`src/rtl/prog_loader.sv`:
```
// Host-side boot loader: parses a header/count/payload word stream into
// instruction or data memory writes and sequences CPU enable/start/stop.
module prog_loader #(
  parameter int AW = 8,
  parameter int DW = 16
) (
  input  logic          clock,
  input  logic          reset,
  input  logic          in_valid,
  output logic          in_ready,
  input  logic [DW-1:0] in_data,
  output logic          i_we,
  output logic [AW-1:0] i_addr,
  output logic [DW-1:0] i_data,
  output logic          d_we,
  output logic [AW-1:0] d_addr,
  output logic [DW-1:0] d_data,
  output logic          cpu_enable,
  output logic          cpu_start,
  output logic          busy,
  output logic          err
);

  localparam logic [2:0] ST_IDLE  = 3'd0;
  localparam logic [2:0] ST_COUNT = 3'd1;
  localparam logic [2:0] ST_LOAD  = 3'd2;
  localparam logic [2:0] ST_ENA   = 3'd3;
  localparam logic [2:0] ST_START = 3'd4;
  localparam logic [2:0] ST_RUN   = 3'd5;

  localparam logic [1:0] OP_IMEM = 2'b00;
  localparam logic [1:0] OP_DMEM = 2'b01;
  localparam logic [1:0] OP_RUN  = 2'b10;
  localparam logic [1:0] OP_STOP = 2'b11;

  localparam logic [AW-1:0] ADDR_ONE = 1;
  localparam logic [AW:0]   CNT_ONE  = 1;

  logic [2:0]    state;
  logic          op_dmem;
  logic [AW-1:0] next_addr;
  logic [AW-1:0] wr_addr;
  logic [DW-1:0] wr_data;
  logic [AW:0]   remaining;
  logic          i_we_q;
  logic          d_we_q;
  logic          cpu_enable_q;
  logic          cpu_start_q;
  logic          err_q;
  logic          state_accepts;
  logic          accept;
  logic [1:0]    hdr_op;
  logic          hdr_rsvd_bad;
  logic          cnt_bad;

  assign hdr_op       = in_data[DW-1:DW-2];
  assign hdr_rsvd_bad = |in_data[DW-3:AW];
  assign cnt_bad      = |in_data[DW-1:AW];

  assign state_accepts = (state == ST_IDLE) || (state == ST_COUNT) ||
                         (state == ST_LOAD) || (state == ST_RUN);

  // Strobes are masked during reset so a write pending in the reset cycle never lands.
  assign in_ready   = state_accepts & ~reset;
  assign accept     = in_valid & in_ready;
  assign i_we       = i_we_q & ~reset;
  assign d_we       = d_we_q & ~reset;
  assign cpu_enable = cpu_enable_q & ~reset;
  assign cpu_start  = cpu_start_q & ~reset;
  assign busy       = (state != ST_IDLE) & ~reset;
  assign err        = err_q;
  assign i_addr     = wr_addr;
  assign d_addr     = wr_addr;
  assign i_data     = wr_data;
  assign d_data     = wr_data;

  always_ff @(posedge clock) begin
    if (reset) begin
      state        <= ST_IDLE;
      op_dmem      <= 1'b0;
      next_addr    <= '0;
      wr_addr      <= '0;
      wr_data      <= '0;
      remaining    <= '0;
      i_we_q       <= 1'b0;
      d_we_q       <= 1'b0;
      cpu_enable_q <= 1'b0;
      cpu_start_q  <= 1'b0;
      err_q        <= 1'b0;
    end else begin
      i_we_q      <= 1'b0;
      d_we_q      <= 1'b0;
      cpu_start_q <= 1'b0;
      case (state)
        ST_IDLE: begin
          if (accept) begin
            if (hdr_rsvd_bad) begin
              err_q <= 1'b1;
            end else begin
              case (hdr_op)
                OP_IMEM, OP_DMEM: begin
                  op_dmem   <= (hdr_op == OP_DMEM);
                  next_addr <= in_data[AW-1:0];
                  state     <= ST_COUNT;
                end
                OP_RUN: begin
                  cpu_enable_q <= 1'b1;
                  state        <= ST_ENA;
                end
                default: ;
              endcase
            end
          end
        end
        ST_COUNT: begin
          if (accept) begin
            if (cnt_bad) begin
              err_q <= 1'b1;
              state <= ST_IDLE;
            end else begin
              remaining <= {1'b0, in_data[AW-1:0]} + CNT_ONE;
              state     <= ST_LOAD;
            end
          end
        end
        ST_LOAD: begin
          if (accept) begin
            wr_addr   <= next_addr;
            wr_data   <= in_data;
            i_we_q    <= ~op_dmem;
            d_we_q    <= op_dmem;
            next_addr <= next_addr + ADDR_ONE;
            remaining <= remaining - CNT_ONE;
            if (remaining == CNT_ONE) begin
              state <= ST_IDLE;
            end
          end
        end
        ST_ENA: begin
          cpu_start_q <= 1'b1;
          state       <= ST_START;
        end
        ST_START: begin
          state <= ST_RUN;
        end
        ST_RUN: begin
          if (accept) begin
            if (hdr_op == OP_STOP && !hdr_rsvd_bad) begin
              cpu_enable_q <= 1'b0;
              state        <= ST_IDLE;
            end else begin
              err_q <= 1'b1;
            end
          end
        end
        default: state <= ST_IDLE;
      endcase
    end
  end

endmodule

```
`config.mk`:
```
export PLATFORM = sky130hd
export DESIGN_NAME = prog_loader
export DESIGN_NICKNAME = d
export VERILOG_FILES = /design/src/rtl/prog_loader.sv
export SDC_FILE = /design/constraint.sdc
export NUM_CORES = 1
export LEC_CHECK = 0
export ABC_AREA = 1
export BUFFER_PORTS_ARGS = -buffer_cell sky130_fd_sc_hd__buf_4
export CAP_MARGIN = 20
export CORE_MARGIN = 4
export CORE_UTILIZATION = 40
export DETAILED_ROUTE_END_ITERATION = 6
export GPL_ROUTABILITY_DRIVEN = 0
export PLACE_DENSITY_LB_ADDON = 0.2
export SLEW_MARGIN = 30
export SYNTH_ARGS = -nofsm -noshare
export SYNTH_HDL_FRONTEND = slang
export SYNTH_SLANG_ARGS = --single-unit
```
`constraint.sdc`:
```
create_clock -name clock -period 2.16 [get_ports clock]
set_input_delay 0.108 -clock clock [delete_from_list [all_inputs] [get_ports clock]]
set_output_delay 0.108 -clock clock [all_outputs]
set_load 0.03 [all_outputs]
```
* Word-level counts from Yosys, hierarchy flattened
Index checks and enable logic that the tools add are counted.
** Storage, ports and cells
- Register bits :: 50
- Output and inout port bits :: 55
- Input bits :: 19
** Cells by class
- Muxes and demuxes :: 33
- $add $sub $neg :: 3
- Eq/ne operators :: 23
- Bitwise logic cells :: 12
- Reductions and logical operators :: 23
** Operators with widths (count)
- $mux 8 :: 4
- $mux 9 :: 3
- $mux 3 :: 7
- $ne 2x2->1 const B :: 9
- $pmux 3 s6 :: 1
- $pmux 9 s2 :: 1
- $pmux 8 s2 :: 1
- $mux 1 :: 12
- $add 8x1->9 const B :: 1
- $eq 9x1->1 const B :: 1
- $sub 9x1->9 const B :: 1
- $add 8x1->8 const B :: 1
- $ne 2x1->1 const B :: 4
- $reduce_and 4->1 :: 2
- $reduce_and 8->1 :: 1
- $reduce_or 8->1 :: 1
- $and 1x1->1 :: 7
- $reduce_and 7->1 :: 1
- $eq 3x2->1 const B :: 2
- $eq 3x3->1 const B :: 2
- $pmux 3 s2 :: 1
- $reduce_and 6->1 :: 1
- $reduce_bool 2->1 :: 3
- $reduce_bool 3->1 :: 2
- other kinds (18) :: 25

* Longest topological paths before layout
Gate-level depths: netlist (run 1).
- Depth in word-level cells :: 8
- Depth in mapped cells :: 11

* Worst setup path before layout (run 1)
No wires, ideal clock.
- Path kind :: reg2reg
- Start :: register state[1]
- End :: register wr_addr[2], in the netlist d_addr[2]
- Stages on the path, launching flop included :: 10
- Clock period less this slack :: 1.525 ns
- Slack :: 0.635 ns
- Path buffers :: 2
- Arrival :: 1.409 ns
- Cells stage by stage :: dfxtp_1 inv_2 nor3_4 inv_4 nor2_4 inv_2 buf_4 buf_6 nor2_1 nor2_1
** Between the ends
- Longest elaborated chain between the ends :: 7
- Elaborated cells between the ends (all ways) :: 10
- Classes of those cells :: 3 x eq/ne; 2 x bitwise; 5 x reduce/logical
** Ends and longest elaborated chain
- from (decl) :: RTL line 39 : logic [2:0] state;
- from (signal assigned) :: RTL line 79 : state <= ST_IDLE;
- from (signal assigned) :: RTL line 104 : state <= ST_COUNT;
- from (signal assigned) :: RTL line 108 : state <= ST_ENA;
- $eq 3x1->1 / $logic_not 3->1 (equally long branches) :: RTL line 60 : assign state_accepts = (state == ST_IDLE) || (state == ST_COUNT) ||
- $logic_or 1x1->1 (2 in series) :: RTL line 60
- $logic_or 1x1->1 :: RTL line 61 : (state == ST_LOAD) || (state == ST_RUN);
- $and 1x1->1 :: RTL line 64 : assign in_ready = state_accepts & ~reset;
- $and 1x1->1 :: RTL line 65 : assign accept = in_valid & in_ready;
- $reduce_and 2->1 (no line) (*)
- to (signal assigned) :: RTL line 128 : wr_addr <= next_addr;
- to (decl) :: RTL line 42 : logic [AW-1:0] wr_addr;
Every way passes the cells marked *; elsewhere a longest branch is shown, timed or not.
A chain may end at the register's enable or synchronous reset.

* Worst setup path after layout (run 1)
- Start :: register state[0]
- End :: register remaining[5]
** Between the ends
- Longest elaborated chain between the ends :: 8
- Elaborated cells between the ends (all ways) :: 15
- Classes of those cells :: 6 x eq/ne; 1 x mux; 2 x bitwise; 6 x reduce/logical
** Ends and longest elaborated chain
- $eq 3x1->1 / $logic_not 3->1 (equally long branches) :: RTL line 60, 94
- $logic_or 1x1->1 (2 in series) :: RTL line 60
- $logic_or 1x1->1 :: RTL line 61
- $and 1x1->1 :: RTL line 64
- $and 1x1->1 :: RTL line 65
- $ne 2x2->1 (no line)
- $reduce_and 4->1 (no line)
- to (signal assigned) :: RTL line 121 : remaining <= {1'b0, in_data[AW-1:0]} + CNT_ONE;
- to (signal assigned) :: RTL line 133 : remaining <= remaining - CNT_ONE;
- to (decl) :: RTL line 44 : logic [AW:0] remaining;
Parallel ways exist; a longest one is shown, timed or not.

==> impl_results.md, run 1 <==
- TritonRoute pass-1 iters: 4
- Total negative slack: 0 ns
- RSZ-0062 raised after global routing: no
- Cell Pwr Density: 602 nW/um^2
- Drt via density: 5.00
- Max_cap viols: 0
- Critical path class: reg -> reg
- # resized after CTS: 0
- Post-CTS Hold Fix Bufs: 0
- Fraction of registers with async set/reset: 0
- Root Driver: clkbuf_8
- Port Buffers: 73
- Area contributors post-synth: dfxtp_1 (36%), nor2_1 (12%), nand2_1 (8.9%), o21ai_0 (8.7%), buf_4 (6.8%)
- Tot GR Track Use: 0.164
- Top cell type's share of synthesized area: 0.364
- Grt ovf: 0
- Synth Cell Area: roughly 2800 sq um
- Rel. slew slack: 0.749
- Die width: 91.0 um
- Total number of vias: roughly 2700
- Crit path DAT: around 2.0 ns
- Clock latency on the worst-skew pair: 0.30 ns
- CP required: 2.36 ns
- Largest net degree at the start of global routing: 40
- Fillers: 667
- Post-Route WL: slightly below 7 mm
- Mapped Avg Cell Area: 6.65 sq um
- Post-synth EDFFs: 0
- Leakage Power: 1.53 nW
- Ant diodes: 0
- DR WL/cell: 12.6 um
- Initial Util: 0.421
- Die height: approximately 90 um
- Initial DRC count: 126
- Peak supply drop: between 0.3 and 0.4 mV
- CTS Buffer Depth: 2
- Vias in the first global route: between 2000 and 2500
- First-pass GRT wire length: roughly 11 mm
- Most common cell in the netlist: nor2_1
- Tmin final: roughly 1.8 ns
- CORE AREA: 6530 sq um
- Final core utilization: 0.496
- Final setup viols: 0
- DP Wirelength: 5.05 mm
- CP max FO: 21
- Post-CTS Setup Bufs: 0
- Tcrit/Tclk final: 0.826
- CP Launch Type: flip-flop
- Top FF cell, synth: dfxtp_1
- Hold/Removal Path Class: in -> reg
- Max Clk Rate: ~560 MHz
- Num rows: 29
- Clock Sinks: 50
- Layout cells sized above 1: 0.210
- Place WS: 0.381 ns
- Full die area: 8270 sq um
- Synthesis Warnings: 0
- Worst slew pin tran: about 0.38 ns
- Synth cell count leaders: nor2_1 (85), nand2_1 (65), dfxtp_1 (50)
- Clk_skew: ~0.0084 ns
- CTS tree: built
- Ports: 74
- Post-Syn Instances: 414
- Setup ws final: 0.376 ns
- Syn nets: roughly 440
- Area growth syn-to-layout: 17.7%
- Max Slew Vio Count: 0
- Initial antenna violation count: 0
- Antenna Violating Nets Remaining: 0
- CP endpoint kind: flip-flop
- Total CTS buffers: 5
- FF+latch count, synth: 50
- H-Tree Depth: 2
- Clock transition at path regs: around 0.090 ns
- Drc violations: 0
- Status: finished, final reports clean
- Design Power: 1.95 mW
- Hold Fails Final Rpt: 0
- Sequential element share of the synthesized area: 0.364
- Yosys top cell by area: dfxtp_1
- Yosys cell types: 29
- Post-layout nets: between 400 and 500
cells in the final DEF, fill, tap and decap left out, drive strengths merged:
cell type / synthesis / routed
nor2: 86 / 86
buf: 31 / 76
nand2: 67 / 67
o21ai: 54 / 54
dfxtp: 50 / 50
inv: 40 / 40
nand3: 31 / 31
a21oi: 20 / 20
xor2: 5 / 5
clkbuf: 8 / 5
nor3: 5 / 5
nand4: 5 / 5
ha: 4 / 4
xnor2: 2 / 2
or2: 2 / 2
clkinv: 0 / 2
o21a: 1 / 1
o211ai: 1 / 1
a21boi: 1 / 1
a211oi: 1 / 1
worst max-delay path, cell delays in order, from the launching register on:
cell	delay [ns]
dfxtp_1	0.47
inv_2	0.09
nand2_1	0.13
nand4_2	0.16
nor2_4	0.13
inv_2	0.16
nand2_2	0.25
inv_1	0.12
nor2_1	0.12
nor2_1	0.05
flip-flops by register name (all words and copies together) (netlist names):
signal	cells
cpu_enable_q	1
op_dmem	1
cpu_start_q	1
d_data	16
d_addr	8
err	1
next_addr	8
remaining	9
state	3
d_we_q	1
i_we_q	1
per-layer routing:
layer / part of all wire / routed length [um] / GRT usage / vias to the layer above
li1: - / - / - / 1390
met1: 0.47 / 3180 / 0.221 / 1181
met2: 0.44 / 3000 / 0.265 / 88
met3: 0.069 / 465 / 0.0355 / 15
met4: 0.017 / 115 / 0.0452 / 0
met5: 0 / 0 / 0 / -
final timing paths:
| path | startpoint | to | slack (ns) | depth (start not counted) |
|---|---|---|---|---|
| worst max register to register | state[0] | remaining[5] | 0.38 | 9 |
| worst min register to register | op_dmem | i_we_q | 0.43 | 1 |
| worst min-delay path | in_data[10] | d_data[10] | 0.04 | 3 |
| worst max-delay path | state[0] | remaining[5] | 0.38 | 9 |
through the flow:
step / area (sq um) / hold WS, ns / cells
detailed placement: 3160 / 0.348 / 528
global route: 3240 / 0.0283 / 535
floorplan: 2750 / 0.243 / 414
finish: 3240 / 0.0383 / 535
global placement: 3160 / 0.344 / 528
CTS: 3240 / 0.0304 / 535
power by group:
group | internal (mW) | switching [mW]
Sequential | 0.955 | 0.0336
Clock | 0.218 | 0.303
Combinational | 0.153 | 0.287
Total | 1.33 | 0.624
final cells by class:
type | count | area, sq um | area share
sequential | 50 | 1000 | 0.309
clock inverter | 2 | 10.0 | 0.00309
multi-input combinational | 285 | 1340 | 0.414
timing repair buffer | 76 | 571 | 0.176
inverter | 40 | 153 | 0.0471
tap | 77 | 96.3 | 0.0297
clock buffer | 5 | 68.8 | 0.0212
cells by family after synthesis:
logic type                 Yosys count  share of synthesized area
buffers and inverters               79                      0.150
xor gates and xnor gates             7                     0.0223
and+or+nand+nor                    196                      0.301
DFF                                 50                      0.364
AOI/OAI and AO/OA                   78                      0.145
adders and majority gates            4                     0.0182
Note: power is estimated with default switching activity, not from simulation.
==> run 2: changes to the inputs <==
- clock period: 2.16 -> 1.55 ns (I/O delays scaled with it)
==> run 2 against run 1 <==
Against the previous run:
- non-clock buffer count rose by 12
- count of clock-buffer cells in the layout unchanged
- setup slack lost 0.27 ns
- flip-flop and latch count stayed put
- critical path depth shrank 1
- clock skew shrank 0.00089 ns
- register-to-register slack worse by 0.27 ns
- clock power rose by 78%
- cell count rose by 2.4%
- global-route usage rose by 0.69 points
- sequential share of layout area is 1.4 points lower
- core utilization grew 2.9 points
==> impl_results.md, run 2 (same netlist as run 1, synthesis figures left out) <==
- CTS Buffer Depth: 2 (unchanged)
- Leakage Power: 1.61 nW (was 1.53 nW)
- Area growth syn-to-layout: 24.5% (was 17.7%)
- DP Wirelength: 5.28 mm (was 5.05 mm)
- Grt ovf: 0 (unchanged)
- Worst-path cell chain: inv_2 -> nor3_4 -> inv_4 -> nor2_4 -> inv_2 -> buf_4 -> nor2_1 -> nor2_1 (was inv_2 -> nand2_1 -> nand4_2 -> nor2_4 -> inv_2 -> nand2_2 -> inv_1 -> nor2_1 -> nor2_1)
- Final cell count without fillers: 548 (was 535)
- Max Clk Rate: 694 MHz (was 561 MHz)
- Antenna Violating Nets Remaining: 0 (unchanged)
- Total CTS buffers: 5 (unchanged)
- H-Tree Depth: 2 (unchanged)
- Worst slew pin tran: 0.354 ns (was 0.376 ns)
- Cell Pwr Density: 868 nW/um^2 (was 602 nW/um^2)
- Num rows: 29 (unchanged)
- Fillers: 669 (was 667)
- Commonest non-fill, non-tap cells in the layout: buf_4 (85), nor2_1 (82), nand2_1 (64) (was nor2_1 (85), buf_4 (76), nand2_1 (65))
- Post-CTS Setup Bufs: 0 (unchanged)
- Max Slew Vio Count: 0 (unchanged)
- Max_cap viols: 0 (unchanged)
- Post-CTS Hold Fix Bufs: 0 (unchanged)
- Clk_skew: 0.00750 ns (was 0.00840 ns)
- CP max stage delay: 0.38 ns (was 0.47 ns)
- Die height: 91.0 um (unchanged)
- CP max FO: 19 (was 21)
- Full die area: 8270 sq um (unchanged)
- Clock transition at path regs: 0.10 ns (was 0.09 ns)
- Critical path class: reg -> reg (unchanged)
- Drt via density: 4.95 (was 5.00)
- Tot GR Track Use: 0.171 (was 0.164)
- Post-layout nets: 493 (was 481)
- Initial antenna violation count: 0 (unchanged)
- Crit path DAT: 1.65 ns (was 1.99 ns)
- Hold Fails Final Rpt: 0 (unchanged)
- Root Driver: clkbuf_8 (unchanged)
- Tcrit/Tclk final: 0.929 (was 0.826)
- TritonRoute pass-1 iters: 4 (unchanged)
- Cell Area, Placed: 3260 sq um (was 3160 sq um)
- CORE AREA: 6530 sq um (unchanged)
- Clock latency on the worst-skew pair: 0.31 ns (was 0.30 ns)
- Crit-path slowest cell: dfxtp_4 (was dfxtp_1)
- Total number of vias: 2710 (was 2674)
- Status: finished, final reports clean (unchanged)
- CTS tree: built (unchanged)
- Min Hold Slack: 0.00579 ns (was 0.0383 ns)
- Initial DRC count: 126 (unchanged)
- Design area: 3430 sq um (was 3240 sq um)
- Clock Sinks: 50 (unchanged)
- Post-Route WL: 7.06 mm (was 6.76 mm)
- Final setup viols: 0 (unchanged)
- Design Power: 2.98 mW (was 1.95 mW)
- DR WL/cell: 12.9 um (was 12.6 um)
- CP required: 1.76 ns (was 2.36 ns)
- Port Buffers: 73 (unchanged)
- CP endpoint kind: flip-flop (unchanged)
- Largest net degree at the start of global routing: 40 (unchanged)
- Commonest non-fill, non-tap cell in the layout: buf_4 (was nor2_1)
- Largest register FFs: 16 (unchanged)
- Drc violations: 0 (unchanged)
- Post-Place Cells: 540 (was 528)
- Layout cells sized above 1: 0.253 (was 0.210)
- Ant diodes: 0 (unchanged)
- Peak supply drop: 0.372 mV (was 0.345 mV)
- Die width: 91.0 um (unchanged)
- First-pass GRT wire length: 11.9 mm (was 11.4 mm)
- Vias in the first global route: 2565 (was 2498)
- CP Launch Type: flip-flop (unchanged)
- Initial Util: 0.421 (unchanged)
- Rel. slew slack: 0.764 (was 0.749)
- Final core utilization: 0.525 (was 0.496)
- Hold/Removal Path Class: in -> reg (unchanged)
- Ports: 74 (unchanged)
- RSZ-0062 raised after global routing: yes (was no)
- Tmin final: 1.44 ns (was 1.78 ns)
-- run 2: worst paths after layout --
check / startpoint / end / slack [ns] / cells past startpoint
setup / recovery: state[1] / d_data[2] / 0.11 / 8
hold / removal: in_data[9] / d_data[9] / 0.006 / 3
setup reg to reg: state[1] / d_data[2] / 0.11 / 8
hold reg to reg: op_dmem / i_we_q / 0.41 / 1
-- run 2: where the power goes --
| part | leakage [nW] | internal, mW | switching [mW] |
|---|---|---|---|
| Combinational | 1.15 | 0.244 | 0.423 |
| Clock | 0.0579 | 0.476 | 0.453 |
| Sequential | 0.405 | 1.33 | 0.0471 |
-- run 2: timing repair --
| action | in CTS | in global routing |
|---|---|---|
| endpoints found under the setup margin | 23 | 32 |
| pin swaps | 0 | 1 |
| gates resized for setup | 1 | 16 |
-- run 2: cell type report --
class	instances	area, sq um	area share
multi-input cells	285	1380	0.402
flip-flops and latches	50	1010	0.295
repair buffers	88	681	0.199
inverters	40	153	0.0445
well taps	77	96.3	0.0281
clock buffers	5	68.8	0.0201
clock inverters	3	40.0	0.0117
-- run 2: through the flow --
| step | setup WS (ns) | setup TNS, ns |
|---|---|---|
| final | 0.110 | 0 |
| after global routing | -0.00219 | -0.00219 |
| after CTS | 0.00590 | 0 |
| after detailed placement | 0.00979 | 0 |
| after global placement | 0.0182 | 0 |
| after floorplan | 0.0246 | 0 |
-- run 2: per-layer routing --
layer	routed length (um)	vias to the layer above	global-route usage
li1	-	1410	-
met1	3340	1207	0.227
met2	3260	80	0.284
met3	360	13	0.0355
met4	100	0	0.0415
met5	0	-	0
-- run 2: worst max-delay path: cells and delay by family, from the launching register on --
family	cells	cell delay, ns
buf+inv	4	0.44
simple gates	4	0.53
flops	1	0.38
==> run 3: changes to the inputs <==
- CAP_MARGIN: 20 -> default
- PLACE_DENSITY: default -> 0.69
- PLACE_DENSITY_LB_ADDON: 0.2 -> default
==> run 3 against run 2 <==
Against the previous run:
- setup slack got worse by 0.051 ns
- clock skew rose by 0.0025 ns
- routed wire length fell by 3.2%
- combinational power fell by 0.7%
- critical path type unchanged
- largest cell class unchanged
- highest routed layer unchanged
- register-to-register slack got worse by 0.05 ns
- via count rose by 0.26%
- global-route usage fell by 0.90 points
- count of clock-buffer cells in the layout rose by 1
- sequential share of layout area fell by 0.38 points
- critical path depth did not move
==> impl_results.md, run 3 (same netlist as run 1, synthesis figures left out) <==
- Status: finished, final reports clean (unchanged)
- TritonRoute pass-1 iters: 4 (unchanged)
- Crit path DAT: 1.74 ns (was 1.65 ns)
- CTS tree: built (unchanged)
- Total number of vias: 2717 (was 2710)
- Reg2reg start: state[1] (unchanged)
- Commonest non-fill, non-tap cell in the layout: buf_4 (unchanged)
- Total CTS buffers: 5 (unchanged)
- CTS Buffer Depth: 2 (unchanged)
- Root Driver: clkbuf_8 (unchanged)
- CP max stage delay: 0.37 ns (was 0.38 ns)
- R2R cell count: 8 (unchanged)
- Grt ovf: 0 (unchanged)
- Hold/Removal Path Class: in -> reg (unchanged)
- Cell Pwr Density: 855 nW/um^2 (was 868 nW/um^2)
- CP endpoint kind: flip-flop (unchanged)
- Max Clk Rate: 671 MHz (was 694 MHz)
- Final setup viols: 0 (unchanged)
- Commonest non-fill, non-tap cells in the layout: buf_4 (91), nor2_1 (82), nand2_1 (64) (was buf_4 (85), nor2_1 (82), nand2_1 (64))
- Vias in the first global route: 2542 (was 2565)
- Largest net degree at the start of global routing: 40 (unchanged)
- Leakage Power: 1.63 nW (was 1.61 nW)
- Hold Crit Depth: 3 (unchanged)
- Clock latency on the worst-skew pair: 0.30 ns (was 0.31 ns)
- Worst-path cell chain: inv_2 -> nand3_1 -> nor3_2 -> nand2_2 -> nand2_4 -> buf_4 -> o21ai_1 -> nor2_1 (was inv_2 -> nor3_4 -> inv_4 -> nor2_4 -> inv_2 -> buf_4 -> nor2_1 -> nor2_1)
- Initial antenna violation count: 0 (unchanged)
- Crit path to: remaining[1] (was d_data[2])
- Min Hold Slack: 0.00899 ns (was 0.00579 ns)
- Die height: 91.0 um (unchanged)
- Worst slew pin tran: 0.349 ns (was 0.354 ns)
- Crit-path slowest cell: dfxtp_4 (unchanged)
- Setup crit start: state[1] (unchanged)
- GR Util met2: 0.269 (was 0.284)
- Rel. slew slack: 0.767 (was 0.764)
- Post-Route WL: 6.83 mm (was 7.06 mm)
- Top Usage Layer GRT: met2 (unchanged)
- First-pass GRT wire length: 11.4 mm (was 11.9 mm)
- Largest register FFs: 16 (unchanged)
- CP Launch Type: flip-flop (unchanged)
- H-Tree Depth: 2 (unchanged)
- R2R Setup Slk: 0.06 ns (was 0.11 ns)
- Tot GR Track Use: 0.162 (was 0.171)
- Final core utilization: 0.530 (was 0.525)
- Antenna Violating Nets Remaining: 0 (unchanged)
- Drt via density: 4.90 (was 4.95)
- DR WL/cell: 12.3 um (was 12.9 um)
- Port Buffers: 73 (unchanged)
- Layout cells sized above 1: 0.251 (was 0.253)
- Met3 GRT Util: 0.0438 (was 0.0355)
- Num rows: 29 (unchanged)
- Worst R2R End: remaining[1] (was d_data[2])
- DP Wirelength: 5.18 mm (was 5.28 mm)
- Hold Fails Final Rpt: 0 (unchanged)
- Worst hold start: in_data[10] (was in_data[9])
- Initial Util: 0.421 (unchanged)
- Die width: 91.0 um (unchanged)
- Initial DRC count: 115 (was 126)
- CP delay by family, top: simple AND/OR/NAND/NOR gates (unchanged)
- Max Slew Vio Count: 0 (unchanged)
- Clk_skew: 0.00999 ns (was 0.00750 ns)
- CP required: 1.80 ns (was 1.76 ns)
- CORE AREA: 6530 sq um (unchanged)
- Critical path class: reg -> reg (unchanged)
- RSZ-0062 raised after global routing: yes (unchanged)
- Clock transition at path regs: 0.10 ns (about the same)
- Full die area: 8270 sq um (unchanged)
- Tmin final: 1.49 ns (was 1.44 ns)
- Max_cap viols: 0 (unchanged)
- Clock Sinks: 50 (unchanged)
- Area growth syn-to-layout: 25.6% (was 24.5%)
- Number of cells on the critical path: 8 (unchanged)
- Ports: 74 (unchanged)
- Peak supply drop: 0.564 mV (was 0.372 mV)
- Drc violations: 0 (unchanged)
- CP max FO: 8 (was 19)
- Ant diodes: 0 (unchanged)
- CP bufs+invs: 2 (was 4)
- Met1 usage: 0.210 (was 0.227)
- Post-layout nets: 500 (was 493)
- Tcrit/Tclk final: 0.962 (was 0.929)
## run 3: cell types whose count changed in the layout (fill, tap and decap cells not counted), moves of 2 or more
cell,delta
dlygate4sd3_1,+2
clkinv_2,-2
buf_4,+6
inv_2,-2
## run 3: how the worst min path moves through the flow
stage / to / slack (ns)
2_1_floorplan: d_data[0] / 0.21
3_3_place_gp: d_data[8] / 0.31
3_5_place_dp: d_data[8] / 0.32
4_1_cts: d_data[10] / 0.0008
5_1_grt: d_data[10] / 0.008
6_report: d_data[10] / 0.009
## run 3: routing by layer
layer / share of wire / vias up
met3: 0.073 / 8
met1: 0.46 / 1188
met4: 0.011 / 0
met2: 0.45 / 88
met5: 0 / -
li1: - / 1433
## run 3: per-stage QoR
stage               power (mW)  std cells  worst slack, ns  area (sq um)  TNS [ns]
floorplan                 1.84        414           0.0246          2750         0
global placement          2.03        543           0.0123          3270         0
detailed placement        2.04        543          -0.0221          3270   -0.0803
CTS                       2.97        553          -0.0308          3400    -0.222
global route              3.12        555          -0.0319          3460    -0.103
finish                    2.96        555           0.0591          3460         0
## run 3: cell type report
class / count / area, sq um
Clock inverter: 2 / 37.5
Fill cell: 613 / 3070
Clock buffer: 6 / 72.6
Tap cell: 77 / 96.3
Inverter: 40 / 155
Multi-Input combinational cell: 285 / 1370
Timing Repair Buffer: 95 / 726
Sequential cell: 50 / 1010
## run 3: timing repair
action                                 CTS  global route
hold buffers                             2             0
buffers inserted                         0             2
gates resized for setup                  0            14
endpoints found under the hold margin    2             0
pin swaps                                0             6
setup endpoints to repair               13            42
## run 3: report_power, final
part / switching (mW) / internal [mW] / total, mW
Clock: 0.439 / 0.482 / 0.922
Combinational: 0.417 / 0.245 / 0.662
Sequential: 0.0423 / 1.33 / 1.37
Total: 0.899 / 2.06 / 2.96
## run 3: tightest hold or removal path: cells and delay by family
family / cells / cell delay [ns]
buffers and inverters: 1 / 0.08
AND/OR/NAND/NOR: 2 / 0.12
